$ cat src/rtl/queue_ctrl_pkg.sv
// Shared types and helpers for the shared-queue controller.
//   qc_state_t : controller mode (normal run / flush drain)
//   cnt_w()    : occupancy counter width for a given queue depth (0..depth inclusive)
package queue_ctrl_pkg;

  typedef enum logic {
    ST_RUN   = 1'b0,
    ST_DRAIN = 1'b1
  } qc_state_t;

  function automatic int cnt_w(input int depth);
    return $clog2(depth) + 1;
  endfunction

endpackage

$ cat src/rtl/queue_share_ctrl_arb.sv
// Round-robin arbiter with an internal priority pointer.
// Ports:
//   i_clk, i_rst : clock, synchronous active-high reset (pointer -> 0)
//   i_req        : request vector
//   i_en         : grants allowed this cycle
//   o_gnt        : one-hot grant (or zero), combinational
module rr_arbiter #(
  parameter int NUM_REQ = 4
) (
  input  logic               i_clk,
  input  logic               i_rst,
  input  logic [NUM_REQ-1:0] i_req,
  input  logic               i_en,
  output logic [NUM_REQ-1:0] o_gnt
);

  localparam int PTR_W = $clog2(NUM_REQ);

  logic [PTR_W-1:0] r_ptr;
  logic [PTR_W-1:0] w_ptr_nxt;
  logic             w_found;

  // Scan k = 0..NUM_REQ-1 positions after the pointer; the inner loop maps the
  // circular position to a constant bit index so no variable bit-select is needed.
  always_comb begin
    o_gnt     = '0;
    w_ptr_nxt = r_ptr;
    w_found   = 1'b0;
    for (int k = 0; k < NUM_REQ; k++) begin
      for (int j = 0; j < NUM_REQ; j++) begin
        if (i_en && !w_found && i_req[j] && (j == ((int'(r_ptr) + k) % NUM_REQ))) begin
          o_gnt[j]  = 1'b1;
          w_found   = 1'b1;
          w_ptr_nxt = PTR_W'((j + 1) % NUM_REQ);
        end
      end
    end
  end

  always_ff @(posedge i_clk) begin
    if (i_rst) begin
      r_ptr <= '0;
    end else if (|o_gnt) begin
      r_ptr <= w_ptr_nxt;
    end
  end

endmodule

$ cat src/rtl/queue_share_ctrl.sv
// Controller sharing one queue (registered data_out, no full flag) between
// NUM_REQ producers and one consumer.
// Ports:
//   i_clk, i_rst        : clock, synchronous active-high reset (also resets the queue)
//   i_push_req/_data    : producer requests and packed data ([i*DATA_W +: DATA_W])
//   o_push_gnt          : one-hot grant, combinational
//   i_pop_req           : consumer request, one entry per cycle while high
//   o_pop_valid/_data   : dequeued entry, valid one cycle after o_q_dequeue
//   i_flush             : pulse, discard all queued entries
//   o_drain_done        : pulse when the flush has emptied the queue
//   o_count, o_full     : occupancy 0..DEPTH and count==DEPTH
//   o_err               : sticky, queue empty flag disagrees with occupancy
//   o_q_* / i_q_*       : queue-side handshake
module queue_share_ctrl
  import queue_ctrl_pkg::*;
#(
  parameter int NUM_REQ = 4,
  parameter int DATA_W  = 2,
  parameter int DEPTH   = 256
) (
  input  logic                      i_clk,
  input  logic                      i_rst,
  input  logic [NUM_REQ-1:0]        i_push_req,
  input  logic [NUM_REQ*DATA_W-1:0] i_push_data,
  output logic [NUM_REQ-1:0]        o_push_gnt,
  input  logic                      i_pop_req,
  output logic                      o_pop_valid,
  output logic [DATA_W-1:0]         o_pop_data,
  input  logic                      i_flush,
  output logic                      o_drain_done,
  output logic [$clog2(DEPTH):0]    o_count,
  output logic                      o_full,
  output logic                      o_err,
  output logic                      o_q_enqueue,
  output logic [DATA_W-1:0]         o_q_data_in,
  output logic                      o_q_dequeue,
  input  logic [DATA_W-1:0]         i_q_data_out,
  input  logic                      i_q_empty
);

  localparam int CNT_W = cnt_w(DEPTH);

  qc_state_t        r_state;
  logic [CNT_W-1:0] r_count;
  logic             r_vld_p1;
  logic             r_err;

  logic              w_run;
  logic              w_cnt_zero;
  logic              w_full;
  logic              w_arb_en;
  logic [NUM_REQ-1:0] w_gnt;
  logic [DATA_W-1:0] w_data_in;

  assign w_run      = (r_state == ST_RUN);
  assign w_cnt_zero = (r_count == '0);
  assign w_full     = (r_count == CNT_W'(DEPTH));
  // No grant at full even when a dequeue is in the same cycle.
  assign w_arb_en   = !i_rst && w_run && !w_full;

  rr_arbiter #(
    .NUM_REQ (NUM_REQ)
  ) u_arb (
    .i_clk (i_clk),
    .i_rst (i_rst),
    .i_req (i_push_req),
    .i_en  (w_arb_en),
    .o_gnt (w_gnt)
  );

  always_comb begin
    w_data_in = '0;
    for (int i = 0; i < NUM_REQ; i++) begin
      if (w_gnt[i]) begin
        w_data_in = i_push_data[i*DATA_W +: DATA_W];
      end
    end
  end

  assign o_push_gnt   = w_gnt;
  assign o_q_enqueue  = |w_gnt;
  assign o_q_data_in  = w_data_in;
  // DRAIN ignores the consumer and empties the queue one entry per cycle.
  assign o_q_dequeue  = !i_rst && !w_cnt_zero && (w_run ? i_pop_req : 1'b1);
  assign o_drain_done = !i_rst && (r_state == ST_DRAIN) && w_cnt_zero;

  // ---- stage p0 -> p1: queue data_out is registered, so valid lags dequeue by one cycle
  always_ff @(posedge i_clk) begin
    if (i_rst) begin
      r_state  <= ST_RUN;
      r_count  <= '0;
      r_vld_p1 <= 1'b0;
      r_err    <= 1'b0;
    end else begin
      unique case (r_state)
        ST_RUN:   if (i_flush)    r_state <= ST_DRAIN;
        ST_DRAIN: if (w_cnt_zero) r_state <= ST_RUN;
        default:                  r_state <= ST_RUN;
      endcase
      unique case ({o_q_enqueue, o_q_dequeue})
        2'b10:   r_count <= r_count + CNT_W'(1);
        2'b01:   r_count <= r_count - CNT_W'(1);
        default: r_count <= r_count;
      endcase
      // Drained entries are discarded; only RUN-cycle dequeues produce a valid.
      r_vld_p1 <= w_run && o_q_dequeue;
      r_err    <= r_err | (i_q_empty != w_cnt_zero);
    end
  end

  assign o_pop_valid = r_vld_p1;
  assign o_pop_data  = i_q_data_out;
  assign o_count     = r_count;
  assign o_full      = w_full;
  assign o_err       = r_err;

endmodule

$ cat config.mk
export PLATFORM = sky130hd
export DESIGN_NAME = queue_share_ctrl
export DESIGN_NICKNAME = d
export VERILOG_FILES = /design/src/rtl/queue_ctrl_pkg.sv /design/src/rtl/queue_share_ctrl_arb.sv /design/src/rtl/queue_share_ctrl.sv
export SDC_FILE = /design/constraint.sdc
export NUM_CORES = 1
export LEC_CHECK = 0
export BUFFER_PORTS_ARGS = -buffer_cell sky130_fd_sc_hd__clkbuf_2
export CAP_MARGIN = 30
export CORE_AREA = 3 3 50 52
export CTS_BUF_LIST = sky130_fd_sc_hd__clkbuf_4 sky130_fd_sc_hd__clkbuf_8
export CTS_CLUSTER_DIAMETER = 40
export DETAILED_ROUTE_END_ITERATION = 10
export DIE_AREA = 0 0 53 55
export GPL_TIMING_DRIVEN = 0
export MAX_ROUTING_LAYER = met4
export PLACE_DENSITY = 0.92
export SYNTH_ARGS = -nofsm -noshare
export SYNTH_HDL_FRONTEND = slang
export SYNTH_SLANG_ARGS = --single-unit
$ cat constraint.sdc
create_clock -name i_clk -period 7.2 [get_ports i_clk]
set_input_delay 0.36 -clock i_clk [delete_from_list [all_inputs] [get_ports i_clk]]
set_output_delay 0.36 -clock i_clk [all_outputs]
set_load 0.05 [all_outputs]
==> results of run 1 <==
[state kept, by name (all words and copies together), names as in the netlist]
register	cells
u_arb.r_ptr	2
o_pop_valid	1
r_state	1
o_err	1
o_count	9
[stage by stage]
stage	area, um2	utilization	instances
after CTS	1360	0.632	201
after global routing	1360	0.632	201
after global placement	1320	0.615	197
after floorplan	1100	-	131
final	1360	0.632	201
after detailed placement	1320	0.615	197
[cells in the mapped netlist]
cell	count
or2_1	1
nor3_1	4
nor2b_1	1
a311o_1	1
o31ai_1	1
dfxtp_1	14
a311oi_2	1
fa_1	1
o21a_1	3
o21ai_0	7
mux2i_1	2
nand2_1	9
o2111a_2	2
buf_1	1
a21oi_1	8
o22ai_2	1
and4_1	1
a31oi_1	1
nor4_1	3
o21bai_1	2
nor4b_1	1
nand2b_1	2
o311ai_0	1
or2_2	2
mux2_1	1
and2_1	1
or3_1	3
and3_4	1
nor4_2	2
nand3_1	3
buf_4	3
a22oi_1	4
o211a_1	1
and3_1	1
buf_6	1
clkbuf_1	1
a21o_1	2
a2bb2oi_1	1
a211oi_1	7
xor2_1	4
nor2_1	12
inv_1	5
ha_1	8
[worst max-delay path, cell delays in order (launching register included)]
cell and delay (ns):
dfxtp_1 0.36, nor4_2 0.40, a311oi_2 0.21, and3_4 0.22, buf_6 0.12, or2_1 0.23, nor3_1 0.16, ha_1 0.44
ha_1 0.37, a211oi_1 0.36, o21bai_1 0.13, a31oi_1 0.22, mux2i_1 0.23, mux2_1 0.34
[layout make-up]
cell class / instances / area [um2] / area share
Timing Repair Buffer: 38 / 190 / 0.140
Inverter: 5 / 18.8 / 0.0138
Sequential cell: 14 / 280 / 0.206
Clock buffer: 4 / 36.3 / 0.0267
Tap cell: 28 / 35.0 / 0.0258
Multi-Input combinational cell: 106 / 756 / 0.557
Buffer: 6 / 41.3 / 0.0304
[cell families after synthesis]
| logic type | count (synthesis) | share of synthesized area |
|---|---|---|
| simple gates | 47 | 0.233 |
| compound gates | 43 | 0.287 |
| flops | 14 | 0.256 |
| buf+inv | 11 | 0.0548 |
| fa+ha+maj | 9 | 0.110 |
| xor+xnor | 4 | 0.0320 |
| mux | 3 | 0.0285 |
[worst paths after layout]
check / start / to / depth (start not counted)
max: o_count[2] / o_count[8] / 13
min: i_pop_req / o_pop_valid / 2
max reg2reg: o_count[2] / o_count[8] / 13
min reg2reg: o_err / o_err / 1
[per-layer routing]
metal	up-vias	share of wire
met5	-	0
met4	0	0.015
met3	5	0.057
met2	36	0.52
met1	529	0.41
li1	578	-
[power groups by stage]
stage	registers, mW	clock network, mW	logic (mW)
floorplan	0.223	0	0.281
global placement	0.143	0	0.443
detailed placement	0.147	0	0.456
CTS	0.145	0.0580	0.458
global route	0.150	0.0620	0.500
finish	0.145	0.0567	0.457
==> flow_metrics.env, run 1 <==
export IMPL_antennaDiodeCount=0
export IMPL_post_cts_buffers=0
export IMPL_cp_max_fo=10
export IMPL_yosys_top_cells_area="dfxtp_1 26%, ha_1 9.1%, a211oi_1 4.8%"
export IMPL_grt_max_degree=11
export IMPL_numCtsBuffers=3
export IMPL_row_count=17
export IMPL_synth_fp_nets=159
export IMPL_pwr_share_clk=0.086
export IMPL_fin_tns_setup_ns=0
export IMPL_fin_hold_ws_ns=0.330
export IMPL_clkTransAtPathRegs_ns=0.08
export IMPL_antenna_found_initial=0
export IMPL_drt_wl_total_mm=2.78
export IMPL_yosys_area_top_type="dfxtp_1"
export IMPL_post_cts_resized=0
export IMPL_finalSetupViolCount=0
export IMPL_synth_distinct_cells=43
export IMPL_start_util=0.510
export IMPL_final_common_cell="clkbuf_2"
export IMPL_cell_internal_pwr_mw=0.282
export IMPL_firstDrtPassIters=4
export IMPL_worstSkewPairLatency_ns=0.28
export IMPL_dieWidth_um=53
export IMPL_endpoint_kind="flip-flop"
export IMPL_fmaxAchievable_mhz=258
export IMPL_dp_slack_ns=3.34
export IMPL_clock_skew_ns=0.00396
export IMPL_yosys_warnings=0
export IMPL_num_vias=1148
export IMPL_r2r_slack_ns=3.32
export IMPL_min_period_over_period=0.539
export IMPL_worst_slew_pin_slew_ns=0.486
export IMPL_nFillCells=207
export IMPL_total_power_mw=0.659
export IMPL_drt_iter0_drc=38
export IMPL_crit_type="reg -> reg"
export IMPL_netlist_area_um2=1100
export IMPL_vdd_drop_max_uv=316
export IMPL_cp_data_required_time_ns=7.38
export IMPL_areaGrowthSynthToFinish_pct=23.9
export IMPL_core_um2=2150
export IMPL_grt_pass1_wl_mm=4.56
export IMPL_comb_power_share=0.694
export IMPL_hold_path_class="in -> reg"
export IMPL_io_pins=42
export IMPL_cts_hold_buf=0
export IMPL_fp_dieArea_um2=2920
export IMPL_use_met3=0.0241
export IMPL_top_usage_layer="met2"
export IMPL_grt_overflow_total=0
export IMPL_grt_use_met2=0.397
export IMPL_worstPathArrival_ns=4.06
export IMPL_layout_setup_ws_ns=3.32
export IMPL_via_per_inst=5.71
export IMPL_rsz0062_at_grt="no"
export IMPL_fin_nets=202
export IMPL_drive_gt1_frac=0.318
export IMPL_drc=0
export IMPL_place_congestion=0.900
export IMPL_p_sw_mw=0.377
export IMPL_seq_area_frac_synth=0.256
export IMPL_cts_htree_levels=1
export IMPL_wl_per_cell_um=13.8
export IMPL_synth_seq_cells=14
export IMPL_grt_pass1_vias=1114
export IMPL_slew_headroom=0.676
export IMPL_port_buffers=38
export IMPL_cts_buffer_depth=2
export IMPL_start_kind="flip-flop"
export IMPL_met1_usage=0.227
export IMPL_syn_area_per_cell_um2=8.37
export IMPL_seq_power_share=0.220
export IMPL_slew_violations=0
export IMPL_finalCriticalPeriod_ns=3.88
export IMPL_cap_violations=0
export IMPL_cts_tree="done"
export IMPL_dp_hpwl_mm=2.30
export IMPL_leakage_nw=0.685
export IMPL_antenna_left=0
export IMPL_hold_viol_final=0
export IMPL_synth_top_cell_area_share=0.256
export IMPL_status="finished, final reports clean"
export IMPL_synthCells=131
export IMPL_grt_usage=0.214
export IMPL_cts_sinks=14
export IMPL_power_density_nw_per_um2=485
export IMPL_ctsRootBufferMaster="clkbuf_4"
export IMPL_layout_common_cells="38 x clkbuf_2, 14 x dfxtp_1, 12 x nor2_1, 9 x nand2_1"
export IMPL_switching_share=0.572
export IMPL_fp_dieH_um=55
Power figures use the tool's default switching activity.
==> inputs of run 2 (changes only) <==
- CORE_AREA: 3 3 50 52 -> 3 3 54 56
- DIE_AREA: 0 0 53 55 -> 0 0 57 59
- PLACE_DENSITY: 0.92 -> 0.84
- clock period: 7.2 -> 3.22 ns (I/O delays scaled with it)
==> flow_metrics.env, run 2 (synthesis gave the netlist of run 1 again) <==
export IMPL_comb_power_share=0.740
export IMPL_slew_violations=0
export IMPL_switching_share=0.533
export IMPL_dieWidth_um=57
export IMPL_numCtsBuffers=3
export IMPL_slowest_stage="dfxtp_4"
export IMPL_min_path_cells=3
export IMPL_fp_dieArea_um2=3360
export IMPL_wl_per_cell_um=15.6
export IMPL_ctsRootBufferMaster="clkbuf_4"
export IMPL_crit_family="compound AO/OA/AOI/OAI gates"
export IMPL_via_per_inst=5.74
export IMPL_layout_setup_ws_ns=-0.115
export IMPL_ff_latch_area_um2=312
export IMPL_firstDrtPassIters=4
export IMPL_antenna_left=0
export IMPL_dp_hpwl_mm=2.18
export IMPL_cts_hold_buf=0
export IMPL_seq_power_share=0.188
export IMPL_cpMostUsedCell="ha_4"
export IMPL_fin_tns_setup_ns=-0.197
export IMPL_worstPathArrival_ns=3.53
export IMPL_grt_usage=0.203
export IMPL_total_power_mw=1.91
export IMPL_drc=0
export IMPL_r2r_start="o_count[2]"
export IMPL_status="finished with violations"
export IMPL_num_vias=1263
export IMPL_clock_skew_ns=0.00501
export IMPL_power_density_nw_per_um2=1130
export IMPL_nFillCells=199
export IMPL_pwr_share_clk=0.071
export IMPL_multiInputGateArea_um2=923
export IMPL_ff2ff_path_depth=14
export IMPL_hold_viol_final=0
export IMPL_io_pins=42
export IMPL_worstSkewPairLatency_ns=0.30
export IMPL_regToRegEndpoint="o_count[8]"
export IMPL_drt_wl_total_mm=3.44
export IMPL_final_common_cell="clkbuf_2"
export IMPL_finalCriticalPeriod_ns=3.33
export IMPL_finalSetupViolCount=2
export IMPL_cts_sinks=14
export IMPL_antennaDiodeCount=0
export IMPL_core_um2=2480
export IMPL_drive_gt1_frac=0.532
export IMPL_path_buf_inv=2
export IMPL_clkTransAtPathRegs_ns=0.09
export IMPL_start_kind="flip-flop"
export IMPL_cap_violations=0
export IMPL_fmaxAchievable_mhz=300
export IMPL_antenna_found_initial=0
export IMPL_p_sw_mw=1.02
export IMPL_hold_path_endpoint="r_state"
export IMPL_row_count=18
export IMPL_worst_slew_pin_slew_ns=0.592
export IMPL_r2r_slack_ns=-0.11
export IMPL_fp_dieH_um=59
export IMPL_min_period_over_period=1.04
export IMPL_leakage_nw=0.785
export IMPL_place_congestion=0.891
export IMPL_grt_pass1_vias=1170
export IMPL_cell_internal_pwr_mw=0.893
export IMPL_drt_iter0_drc=75
export IMPL_violations="negative setup slack"
export IMPL_largest_register_ffs=9
export IMPL_cp_cell_sequence="nor4_4 -> a311oi_4 -> buf_4 -> o211a_4 -> or2_4 -> nor3_4 -> ha_4 -> buf_12 -> ha_4 -> a211oi_4 -> o21bai_1 -> a31oi_1 -> mux2i_1 -> mux2_1"
export IMPL_port_buffers=38
export IMPL_worst_hold_startpoint="i_flush"
export IMPL_rsz0062_at_grt="yes"
export IMPL_layout_common_cells="38 x clkbuf_2, 20 x buf_4, 10 x nor2_1, 9 x nand2_1, 8 x dfxtp_4"
export IMPL_grt_pass1_wl_mm=5.25
export IMPL_grt_max_degree=11
export IMPL_cts_tree="done"
export IMPL_hold_path_class="in -> reg"
export IMPL_cp_max_fo=5
export IMPL_cp_data_required_time_ns=3.41
export IMPL_areaGrowthSynthToFinish_pct=54.7
export IMPL_grt_overflow_total=0
export IMPL_cts_buffer_depth=2
export IMPL_fin_nets=219
export IMPL_slew_headroom=0.606
export IMPL_cts_htree_levels=1
export IMPL_slowest_delay_ns=0.37
export IMPL_crit_type="reg -> reg"
export IMPL_dp_slack_ns=-0.262
export IMPL_endpoint_kind="flip-flop"
export IMPL_start_util=0.442
export IMPL_vdd_drop_max_uv=891
-- run 2: changes by cell type in the layout (fill, tap and decap cells not counted), moves of 3 or more --
cell	before	now
dfxtp_1	14	5
o21ai_0	7	4
buf_4	3	20
dfxtp_4	0	8
ha_4	0	4
ha_1	8	3
-- run 2: final cells by class --
type	instances	share of cell area
multi-input cells	106	0.545
well taps	30	0.0221
repair buffers	56	0.199
plain buffers	5	0.0177
flip-flops and latches	14	0.184
clock buffers	4	0.0214
inverters	5	0.0111
-- run 2: how the worst max path moves through the flow --
stage	start	to	depth (start not counted)
2_1_floorplan	o_count[5]	o_count[8]	13
3_3_place_gp	o_count[5]	o_count[8]	13
3_5_place_dp	o_count[5]	o_count[8]	13
4_1_cts	o_count[2]	o_count[8]	14
5_1_grt	o_count[2]	o_count[8]	14
6_report	o_count[2]	o_count[8]	14
-- run 2: per-stage QoR --
step	hold WS [ns]	util	std cells	instance area, um2
6_report	0.111	0.684	220	1700
5_1_grt	0.102	0.684	220	1700
4_1_cts	0.118	0.653	217	1620
3_5_place_dp	0.428	0.579	199	1440
3_3_place_gp	0.420	0.579	199	1440
2_1_floorplan	0.333	-	131	1210
-- run 2: per-layer routing --
metal	wire length, um	part of all wire	track usage
met1	1370	0.40	0.240
met2	1780	0.52	0.346
met3	221	0.064	0.0305
met4	63	0.018	0.0861
met5	0	0	-
-- run 2: power groups by stage --
stage	logic, mW	clock network [mW]	registers, mW
global route	1.53	0.147	0.370
floorplan	0.721	0	0.541
finish	1.42	0.137	0.361
detailed placement	1.12	0	0.369
CTS	1.32	0.134	0.357
global placement	1.10	0	0.362
-- run 2: repair_timing --
action                                  CTS  global route
endpoints found under the setup margin    4             5
pin swaps                                14             1
gates resized for setup                   8            12
cloned                                    0             0
setup buffers                            15             3
-- run 2: worst min-delay path, stage by stage --
cell,delay (ns)
clkbuf_2,0.08
nor2_1,0.08
a211oi_1,0.05
